==> config.mk <==
export PLATFORM = sky130hd
export DESIGN_NAME = medio_sumador
export DESIGN_NICKNAME = d
export VERILOG_FILES = /design/src/rtl/medio_sumador_pkg.sv /design/src/rtl/celda_medio_sumador.sv /design/src/rtl/medio_sumador.sv
export SDC_FILE = /design/constraint.sdc
export NUM_CORES = 1
export LEC_CHECK = 0
export CAP_MARGIN = 25
export CORE_MARGIN = 4
export CORE_UTILIZATION = 44
export DETAILED_ROUTE_END_ITERATION = 7
export PLACE_DENSITY = 0.78
export SETUP_SLACK_MARGIN = 0.1
export SLEW_MARGIN = 10
export SYNTH_ARGS = -nofsm -noshare
export SYNTH_HDL_FRONTEND = slang
export SYNTH_SLANG_ARGS = --single-unit
==> constraint.sdc <==
create_clock -name clk -period 4 [get_ports clk]
set_input_delay 0.8 -clock clk [delete_from_list [all_inputs] [get_ports clk]]
set_output_delay 0.8 -clock clk [all_outputs]
set_load 0.02 [all_outputs]
==> src/rtl/medio_sumador_pkg.sv <==
// Shared constants for the ripple half/full adder block: default widths and
// the carry-event counter saturation value.
package medio_sumador_pkg;

    localparam int WIDTH_DEF = 1;
    localparam int CNT_W_DEF = 16;

    // All-ones value for a counter of width w (w up to 64).
    function automatic logic [63:0] cnt_sat(input int w);
        return (64'd1 << w) - 64'd1;
    endfunction

endpackage

==> src/rtl/celda_medio_sumador.sv <==
// One-bit half-adder cell; every adder bit of the ripple chain is built from these.
module celda_medio_sumador (
    input  logic a,
    input  logic b,
    output logic s,
    output logic c
);

    assign s = a ^ b;
    assign c = a & b;

endmodule

==> src/rtl/medio_sumador.sv <==
// Ripple-carry adder with a combinational sum, a registered copy of the last
// captured result, a one-cycle valid delay and a saturating carry-event counter.
module medio_sumador
    import medio_sumador_pkg::*;
#(
    parameter int WIDTH = WIDTH_DEF,
    parameter int CNT_W = CNT_W_DEF
) (
    input  logic             clk,
    input  logic             rst_n,
    input  logic [WIDTH-1:0] X,
    input  logic [WIDTH-1:0] Y,
    input  logic             valida_ent,
    output logic [WIDTH-1:0] Salida,
    output logic             CarrieSalida,
    output logic [WIDTH-1:0] Salida_reg,
    output logic             CarrieSalida_reg,
    output logic             valida_sal,
    output logic [CNT_W-1:0] cuenta_carry
);

    localparam logic [CNT_W-1:0] CNT_MAX = CNT_W'(cnt_sat(CNT_W));

    // carry[i] is the carry into bit i (and carry[WIDTH] the carry-out).
    logic [WIDTH:1]   carry;
    logic [WIDTH-1:0] sum;

    genvar gi;
    generate
        for (gi = 0; gi < WIDTH; gi++) begin : g_bit
            if (gi == 0) begin : g_ha
                celda_medio_sumador u_ha (
                    .a(X[0]),
                    .b(Y[0]),
                    .s(sum[0]),
                    .c(carry[1])
                );
            end else begin : g_fa
                logic p, g1, g2;
                celda_medio_sumador u_ha0 (
                    .a(X[gi]),
                    .b(Y[gi]),
                    .s(p),
                    .c(g1)
                );
                celda_medio_sumador u_ha1 (
                    .a(p),
                    .b(carry[gi]),
                    .s(sum[gi]),
                    .c(g2)
                );
                assign carry[gi+1] = g1 | g2;
            end
        end
    endgenerate

    assign Salida       = sum;
    assign CarrieSalida = carry[WIDTH];

    // Release is re-timed through two flops so that no register loads on the
    // edge that coincides with rst_n rising.
    logic [1:0] sync_reg;
    logic       run;

    always_ff @(posedge clk or negedge rst_n) begin
        if (!rst_n) begin
            sync_reg <= 2'b00;
        end else begin
            sync_reg <= {sync_reg[0], 1'b1};
        end
    end

    assign run = sync_reg[1];

    logic [WIDTH-1:0] sum_reg;
    logic             carry_reg;
    logic             valid_reg;
    logic [CNT_W-1:0] cnt_reg;

    always_ff @(posedge clk or negedge rst_n) begin
        if (!rst_n) begin
            sum_reg   <= '0;
            carry_reg <= 1'b0;
            valid_reg <= 1'b0;
            cnt_reg   <= '0;
        end else if (run) begin
            valid_reg <= valida_ent;
            if (valida_ent) begin
                sum_reg   <= sum;
                carry_reg <= carry[WIDTH];
                if (carry[WIDTH] && (cnt_reg != CNT_MAX)) begin
                    cnt_reg <= cnt_reg + CNT_W'(1);
                end
            end
        end
    end

    assign Salida_reg       = sum_reg;
    assign CarrieSalida_reg = carry_reg;
    assign valida_sal       = valid_reg;
    assign cuenta_carry     = cnt_reg;

endmodule

==> qor.txt <==
synth unique cells -> 24
DIE HEIGHT -> 54.4 um
dpl cells -> 133
Synth top area share -> 55.4%
post-synthesis cell area -> 948 um^2
utilization after layout -> 63.7%
fmax -> 342 MHz
R2R setup slack -> 1.79 ns
clock skew -> 0.00165 ns
Yosys warnings -> 0
Sw Ratio -> 30.6%
CP arrival -> 2.12 ns
syn nets -> 88
Final period util -> 73.1%
Setup crit end kind -> output port
sequential share of power -> 53.7%
largest net degree at the start of global routing -> 22
Hold-fix buffers, CTS -> 0
Hold Fails Final Rpt -> 0
Area growth syn-to-layout -> 34.6%
share of layout cells above drive strength 1 -> 10.8%
GRT Util Overall -> 16.3%
Nets -> 119
Post-CTS Resized -> 0
pre-CTS setup slack -> 1.09 ns
Critical-path top delay cell -> clkdlybuf4s50_1
switching power -> 0.149 mW
RePlAce Congestion -> 0.782
Mapped Cells -> 81
Rel. slew slack -> 49.9%
endpoints failing setup -> 0
Most used DFF post-synth -> dfrtp_1
synthesis-stage register bit count -> 21
Routed Antenna Nets -> 0
most frequent cell after synthesis -> dfrtp_1
first-pass GRT wire length -> 3.32 mm
share of the yosys chip area belonging to registers -> 55.4%
clock sink total -> 21
clock root buffer -> clkbuf_4
die width -> 54.4 um
Antenna Cells -> 0
CP Max Fanout -> 2
wirelength, routed -> 1.94 mm
via-per-instance ratio -> 5.28
LEAKAGE -> 0.583 nW
setup bufs post-CTS -> 0
Congestion Overflow GR -> 0
routed length per placed instance -> 14.0 um
number of flops mapped to enable cells by yosys -> 0
Fill cells -> 180
Syn Area/Cell -> 11.7 um^2
Rows -> 16
Data required, critical path -> 3.20 ns
Vias -> 728
initial drt markers -> 3
Clock transition at path regs -> 0.11 ns
CP dominant cell by count -> clkdlybuf4s50_1
Num CTS Buffers -> 3
critical path buffer and inverter count -> 2
outcome -> complete, no violations
Post-DP HPWL -> 1.43 mm
Die ar. -> 2960 um^2
Cell Pwr Density -> 380 nW/um^2
drt drc -> 0
peak supply drop -> 0.258 mV
nature of the critical path startpoint -> primary input
fin worst setup slack -> 1.08 ns
RSZ-0062 raised after global routing -> no
synth top area cells -> dfrtp_1, xor2_1, nand4_1
Cell Int Power -> 0.336 mW
# IOs -> 26
Max Slew Vio Count -> 0
Max Cap Violations -> 0
Period minus WS final -> 2.92 ns
Cell Chain, Critical Path -> clkdlybuf4s50_1 -> ha_1 -> clkdlybuf4s50_1
Layout Cells excl Fill -> 138
top cells by count, synth -> dfrtp_1, xor2_1, nand2_1, nand4_1, nor3_1
kind of critical path -> in -> out
total core area -> 2000 um^2
ys async rst share -> 100%
H-Tree Level Count -> 1
Port Buffers -> 25
vias in the first global route -> 708
setup tns final -> 0 ns
Initial Utilization -> 47.4%
max incr delay on CP -> 0.63 ns
delay-heaviest family, CP -> buffers and inverters
TritonCTS clock tree -> built
Pre-antenna DRT Iters -> 3
Worst-Margin Slew -> 0.744 ns
max reg flops -> 16
top cell type by total area after synthesis -> dfrtp_1
Max clock buf depth -> 2
initial antenna violation count -> 0
share of power burned in combinational logic -> 25.0%
worst hold path class -> reg -> reg
Clk pwr share -> 21.3%
clock latency at the later pin of the worst-skew pair -> 0.31 ns
-- path summary, 6_finish.rpt --
check | start | end | depth (start not counted)
max in group asynchronous | rst_n | cuenta_carry[11] | 2
setup reg to reg | cuenta_carry[0] | cuenta_carry[1] | 6
setup / recovery | Y | CarrieSalida | 3
min in group asynchronous | rst_n | valida_sal | 1
hold / removal | sync_reg[0] | sync_reg[1] | 0
hold reg to reg | sync_reg[0] | sync_reg[1] | 0
-- worst register-to-register path: cells and delay by family, from the launching register on --
kind	cells	cell delay [ns]
buf+inv	1	0.28
simple gates	3	0.94
fa+ha+maj	1	0.20
flops	1	0.43
mux	1	0.27
-- routing by layer --
metal / wire (um) / global-route usage (%) / up-vias
li1: - / - / 351
met4: 53 / 9.96 / 0
met3: 70 / 2.72 / 5
met1: 841 / 20.4 / 359
met5: 0 / 0 / -
met2: 972 / 26.1 / 13
-- kinds of logic after synthesis --
kind of cell / Yosys count / synth area share [%]
buffers and inverters: 2 / 0.923
adder cells (fa/ha/maj): 2 / 2.64
AND/OR/NAND/NOR: 37 / 23.9
flip-flops: 21 / 55.4
AO/OA/AOI/OAI: 1 / 0.527
XOR/XNOR: 15 / 13.9
other: 1 / 0.395
multiplexers: 2 / 2.37
-- final cells by class --
| class | instances | area, um^2 | area share (%) |
|---|---|---|---|
| Clock buffer | 4 | 26.3 | 2.06 |
| Inverter | 1 | 3.75 | 0.294 |
| Multi-Input combinational cell | 58 | 414 | 32.5 |
| Sequential cell | 21 | 526 | 41.2 |
| Tap cell | 27 | 33.8 | 2.65 |
| Timing Repair Buffer | 27 | 273 | 21.4 |
-- layout by cell type, fill, tap and decap left out, types with 2 or more instances in the layout --
cell / count
nor3_1: 6
nand2_1: 7
nor4_1: 2
nand4_1: 7
ha_1: 2
clkbuf_4: 3
or2_2: 2
nand3_1: 3
mux2_2: 2
xnor2_1: 4
clkdlybuf4s50_1: 25
dfrtp_1: 21
nor2_1: 2
xor2_1: 11
-- stage by stage --
step,power [mW],hold WS (ns),area [um^2]
2_1_floorplan,0.319,0.331,948
3_3_place_gp,0.381,0.339,1230
3_5_place_dp,0.386,0.357,1230
4_1_cts,0.491,0.385,1260
5_1_grt,0.513,0.396,1280
6_report,0.485,0.383,1280
-- power groups by stage --
stage                     logic, mW  registers [mW]  clock network, mW
after detailed placement      0.121           0.264                  0
after CTS                     0.122           0.261              0.108
after floorplan              0.0317           0.288                  0
after global placement        0.118           0.263                  0
after global routing          0.132           0.266              0.116
final                         0.121           0.260              0.103
Power figures use the tool's default switching activity.
